===== config.mk =====
export PLATFORM = sky130hd
export DESIGN_NAME = pipe_stage_tracker
export DESIGN_NICKNAME = d
export VERILOG_FILES = /design/src/rtl/pipe_stage_tracker.sv
export SDC_FILE = /design/constraint.sdc
export NUM_CORES = 1
export LEC_CHECK = 0
export ABC_AREA = 1
export CAP_MARGIN = 20
export CORE_ASPECT_RATIO = 2
export CORE_MARGIN = 4
export CORE_UTILIZATION = 28
export DETAILED_ROUTE_END_ITERATION = 12
export SLEW_MARGIN = 20
export SYNTH_ARGS = -nofsm -noshare
export SYNTH_HDL_FRONTEND = slang
export SYNTH_SLANG_ARGS = --single-unit

===== constraint.sdc =====
create_clock -name i_clk -period 2.9 [get_ports i_clk]
set_input_delay 0.29 -clock i_clk [delete_from_list [all_inputs] [get_ports i_clk]]
set_output_delay 0.29 -clock i_clk [all_outputs]
set_load 0.05 [all_outputs]

===== src/rtl/pipe_stage_tracker.sv =====
// IF/ID .. MEM/WB instruction register bank driven by hazard-unit clear/load
// controls, with rd write-enable decode and saturating retire/stall/flush counters.

module pst_stage_reg #(
   parameter logic [31:0] NOP = 32'h0000_0013
) (
   input  logic        clk,
   input  logic        reset,
   input  logic        clr_n,
   input  logic        load,
   input  logic [31:0] d_instr,
   input  logic        d_valid,
   output logic [31:0] q_instr,
   output logic        q_valid
);

   // Clear beats load; a held stage keeps both instruction and valid.
   always_ff @(posedge clk) begin
      if (reset || !clr_n) begin
         q_instr <= NOP;
         q_valid <= 1'b0;
      end else if (load) begin
         q_instr <= d_instr;
         q_valid <= d_valid;
      end
   end

endmodule

module pipe_stage_tracker #(
   parameter int          CNT_W = 32,
   parameter logic [31:0] NOP   = 32'h0000_0013
) (
   input  logic             i_clk,
   input  logic             i_reset,
   input  logic [31:0]      i_instr_if,
   input  logic             i_instr_valid,
   input  logic             i_reset_if,
   input  logic             i_enable_if,
   input  logic             i_reset_id,
   input  logic             i_enable_id,
   input  logic             i_reset_ex,
   input  logic             i_enable_ex,
   input  logic             i_reset_mem,
   input  logic             i_enable_mem,
   output logic [31:0]      instr_id,
   output logic [31:0]      instr_ex,
   output logic [31:0]      instr_mem,
   output logic [31:0]      instr_wb,
   output logic             valid_id,
   output logic             valid_ex,
   output logic             valid_mem,
   output logic             valid_wb,
   output logic             rd_wren_ex,
   output logic             rd_wren_mem,
   output logic             rd_wren_wb,
   output logic [CNT_W-1:0] o_retire_cnt,
   output logic [CNT_W-1:0] o_stall_cnt,
   output logic [CNT_W-1:0] o_flush_cnt
);

   localparam int STAGES = 4;
   localparam int NCNT   = 3;

   function automatic logic writes_rd(input logic [6:0] op);
      return op inside {7'b0110011, 7'b0010011, 7'b0000011, 7'b1101111,
                        7'b1100111, 7'b0110111, 7'b0010111};
   endfunction

   logic [STAGES-1:0]        clr_n, ld_en;
   logic [STAGES-1:0][31:0]  src_instr, stage_instr;
   logic [STAGES-1:0]        src_valid, stage_valid;
   logic [STAGES-2:0]        wren;

   assign clr_n     = {i_reset_mem, i_reset_ex, i_reset_id, i_reset_if};
   assign ld_en     = {i_enable_mem, i_enable_ex, i_enable_id, i_enable_if};
   assign src_instr = {stage_instr[STAGES-2:0], i_instr_if};
   assign src_valid = {stage_valid[STAGES-2:0], i_instr_valid};

   generate
      for (genvar s = 0; s < STAGES; s++) begin : g_stage
         pst_stage_reg #(.NOP(NOP)) u_stage (
            .clk     (i_clk),
            .reset   (i_reset),
            .clr_n   (clr_n[s]),
            .load    (ld_en[s]),
            .d_instr (src_instr[s]),
            .d_valid (src_valid[s]),
            .q_instr (stage_instr[s]),
            .q_valid (stage_valid[s])
         );
      end
      // Only EX onward is inspected by the hazard unit for rd writes.
      for (genvar s = 1; s < STAGES; s++) begin : g_wren
         assign wren[s-1] = stage_valid[s] && writes_rd(stage_instr[s][6:0]);
      end
   endgenerate

   assign {instr_wb, instr_mem, instr_ex, instr_id} = stage_instr;
   assign {valid_wb, valid_mem, valid_ex, valid_id} = stage_valid;
   assign {rd_wren_wb, rd_wren_mem, rd_wren_ex}     = wren;

   logic [NCNT-1:0]             cnt_ev;
   logic [NCNT-1:0][CNT_W-1:0]  cnt;

   assign cnt_ev[0] = i_reset_mem && i_enable_mem && stage_valid[2];
   assign cnt_ev[1] = i_reset_if && !i_enable_if;
   assign cnt_ev[2] = !i_reset_if;

   always_ff @(posedge i_clk) begin
      for (int k = 0; k < NCNT; k++) begin
         if (i_reset)
            cnt[k] <= '0;
         else if (cnt_ev[k] && !(&cnt[k]))
            cnt[k] <= cnt[k] + CNT_W'(1);
      end
   end

   assign o_retire_cnt = cnt[0];
   assign o_stall_cnt  = cnt[1];
   assign o_flush_cnt  = cnt[2];

endmodule


Word-level counts from Yosys, hierarchy flattened
Index checks and enable logic that the tools add are counted.
- bits in registers: 228
- input port bits: 43
- output and inout bits: 231
- logic and storage cells: 62
- $add $sub $neg: 3
- equality and inequality tests: 21
- reduce and logical (&&, ||, !) cells: 27
- operators with widths (operator ; number):
    32-bit by 1-bit adder with 32-bit output, second input constant ; 3
    32-bit AND reduction ; 3
    7-bit by 5-bit == test with 1-bit output, second input constant ; 6
    7-bit by 6-bit == test with 1-bit output, second input constant ; 6
    7-bit == test, second input constant ; 6
    7-bit by 2-bit == test with 1-bit output, second input constant ; 3
    7-bit nonzero test ; 3
    1-bit logical AND ; 9
    1-bit logical NOT ; 8
    1-bit logical OR ; 4

Longest topological paths before layout
- word-level depth: 3
- gate-level depth with buffers: 12
- gate-level depth less buffers: 11

Hierarchy
Synthesis repeated with hierarchy kept, for this count alone.
- cells, all modules: 1620
- area, all modules: 11173.2 sq um
- modules (own cells, without submodules) (module ; times used ; cells each ; area each (sq um) ; sequential area each (sq um)):
    pipe_stage_tracker ; 1 ; 1036 ; 6193.4 ; 1921.8
    pst_stage_reg ; 4 ; 146 ; 1244.9 ; 660.6

Worst setup path before layout
Ideal clock, no wire load.
- path type: reg-to-output
- start: register g_stage[2].u_stage.q_valid
- end: output port rd_wren_mem
- arrival time: 2056 ps
- data required time: 2610 ps
- setup slack: 554 ps
- cell stages (with the launch flop): 3
- path buffers: 0
- cell sequence: dfxtp_1 -> nand3_1 -> a211oi_1
- word-level cells in the longest chain between the ends: 1
- ends and longest elaborated chain (item ; line ; RTL):
    start, declared ; 14 ; output logic q_valid
    start signal, assigned ; 24 ; q_valid <= d_valid;
    1-bit logical AND ; 95 ; assign wren[s-1] = stage_valid[s] && writes_rd(stage_instr[s][6:0]);
    end, declared ; 55 ; output logic rd_wren_mem,
Every way passes these cells.

Final worst setup path
Ends and elaborated chain as after synthesis.

==> impl_results.md <==
* Data arrival, critical path at 2.28 ns
* Layout Nets at ~1800
* Site Rows at between 90 and 100
* Register area share after synthesis at about 44%
* Fin area at between 10000 and 15000 um2
* Area Overhead vs Synth at 37.4%
* TritonCTS Buffers at 23
* Final ANT Viol Nets at 0
* Largest net degree at the start of global routing at 85
* Die W at approximately 140 um
* Hold Crit Start: i_instr_if[13]
* # fillers at between 3000 and 4000
* Asr flop ratio synth at 0%
* LEAKAGE at between 4 and 5 nW
* GR Util All Layers at 18.1%
* Reg area at 4560 um2
* Critical path type: flop to primary output
* # hold bufs at CTS at 0
* Synthesized net count at roughly 1600
* Pre-CTS WS at about 0.57 ns
* Synth Warn # at 0
* GPL Wtd Cong at 0.922
* Post-CTS setup buffer count at 0
* Die area at around 41000 um2
* Reg2reg setup slack at a little over 0.7 ns
* Relative slew slack at roughly 44%
* Area of the multi-input gates at a little over 5000 um2
* Worst R2R End: o_flush_cnt[17]
* Status: finished, final reports clean
* Cell depth of the worst min-delay path at 3
* Final hold violations at 0
* Final WS setup at between 0.3 and 0.4 ns
* Post-synth EDFFs at 0
* Min-Delay Path Class: input pin to flop
* Worst-path clk slew at about 0.060 ns
* HPWL after DPL at a little under 30000 um
* CTS tree: built
* Synth area leader: dfxtp_1
* Min-Delay Endpoint: g_stage[0].u_stage.q_instr[13]
* Area of the core at approximately 37000 um2
* Total gr overflow at 0
* Peak Freq at just under 400 MHz
* Clk_skew at between 0.02 and 0.025 ns
* Die height at around 280 um
* Period utilization at between 80% and 90%
* Vias in the first global route at 10600
* Post-synthesis cell count at between 1500 and 2000
* Maximum fanout along the worst path at 5
* Post-synth top area share at a little over two fifths
* Avg Inst Size Synth at a little under 7 um2
* Highest ir drop seen on vdd at roughly 0.00039 V
* Post-CTS Resized at 0
* Layout cells sized above 1 at just over 6%
* Crit start category: flop
* Final Core Density at 39.0%
* Synth top cells by count: 475 x nand2_1, 228 x dfxtp_1, 224 x nor2_1
* Starting Density at 28.4%
* Power Dens Cells at 476 nW/um2
* Max_cap viols at 0
* CTS sink cnt at about 230
* Pins Over Slew Limit at 0
* Synth top area cells: dfxtp_1 44%, nand2_1 17%, a21oi_1 9.8%
* Skew-Pair Late Insertion Delay at ~0.54 ns
* IO Pins at ~270
* Worst r2r path cells at 9
* Initial antenna violation count at 3
* GR Layer Usage met1 at roughly 17%
* Initial DRT Pass Iterations at 8
* Synth unique cells at 33
* Most used flip-flop cell after synthesis: dfxtp_1
* Post-Route WL at 38300 um
* RR Startpoint: o_flush_cnt[1]
* Avg Vias per Cell at approximately 4.8
* Max clock buf depth at 3
* Routed vias at 10900
* DRC viols at 0
* Routed length per instance at between 15 and 20 um
* Least-Margin Pin Slew at 0.838 ns
* Cell Area, Placed at 13500 um2
* Most frequent cell after synthesis: nand2_1
* Ant diodes at 0
* RSZ-0062 raised after global routing: false
* Required time worst endpoint at about 2.6 ns
* Critical Path Source: g_stage[2].u_stage.q_valid
* Crit path time final at approximately 2.6 ns
* First-pass GRT wire length at 58000 um
* M2 GR Usage at 35.2%
* Mapped cell area at 10400 um2
* Setup violations, final at 0
* Met3 Usage GRT at approximately 2.9%
* DRT iter0 DRCs at about 440
* Crit. End Element: primary output
* Root Buffer: clkbuf_16
* Busiest layer in global routing: met2
* CTS HTree Levels at 1
* FF+latch count, synth at 228
* Port Buffer Count at approximately 270
* Setup TNS at 0 ns
## final cells by class
cell class | instances | area share (%)
clock buffer | 31 | 4.58
clock inverter | 11 | 0.805
inverter | 99 | 2.60
multi-input combinational | 1146 | 36.1
sequential | 228 | 31.9
tap | 454 | 3.97
timing repair buffer | 290 | 20.1
## metal layers
layer / vias to the layer above / part of all wire [%]
li1: 5442 / -
met1: 4988 / 33
met2: 393 / 55
met3: 110 / 5.8
met4: 6 / 5.8
met5: - / 0.11
## cell usage in the layout (no fill, tap or decap), types with 21 or more instances in the layout
| master | n |
|---|---|
| nand4_1 | 21 |
| nand2_1 | 475 |
| dfxtp_1 | 228 |
| a21oi_1 | 203 |
| o21ai_0 | 46 |
| clkbuf_16 | 23 |
| nand3_1 | 89 |
| inv_1 | 93 |
| nor2_1 | 224 |
| clkdlybuf4s50_1 | 273 |
## power by group
group | internal, mW | leakage, nW | switching, mW
registers | 3.17 | 1.84 | 0.0400
logic | 0.180 | 2.77 | 0.362
clock network | 1.70 | 0.364 | 1.36
## per-stage QoR
step / cells / hold WS [ns] / power (mW)
6_report: 2259 / 0.304 / 6.81
5_1_grt: 2259 / 0.278 / 7.07
4_1_cts: 2259 / 0.270 / 6.92
3_5_place_dp: 2217 / 0.452 / 3.83
3_3_place_gp: 2217 / 0.449 / 3.82
2_1_floorplan: 1538 / 0.419 / 3.60
## logic make-up (layout without fill, tap and decap cells)
kind of cell / Yosys count / in the layout / share of synthesized area (%)
AOI/OAI and AO/OA: 258 / 258 / 12.6
xor gates and xnor gates: 11 / 11 / 0.925
adders and majority gates: 3 / 3 / 0.360
buffers and inverters: 164 / 431 / 6.62
DFF: 228 / 228 / 43.8
and+or+nand+nor: 874 / 874 / 35.7
## critical path, stage by stage (launching register included)
cell and delay (ns):
dfxtp_1 0.49, nand3_1 0.11, a211oi_1 0.28, clkdlybuf4s50_1 0.85
## registers in the layout, indices dropped and copies added, names as in the netlist
signal / flops
g_stage.u_stage.q_instr: 128
o_flush_cnt: 32
o_retire_cnt: 32
o_stall_cnt: 32
g_stage.u_stage.q_valid: 4
## how the worst max path moves through the flow
stage | to | cells after the start
after CTS | rd_wren_mem | 3
after detailed placement | g_stage[2].u_stage.q_instr[4] | 8
after global placement | g_stage[2].u_stage.q_instr[4] | 8
after global routing | rd_wren_mem | 3
final | rd_wren_mem | 3
after floorplan | rd_wren_mem | 2
(Power assumes the default switching activity.)
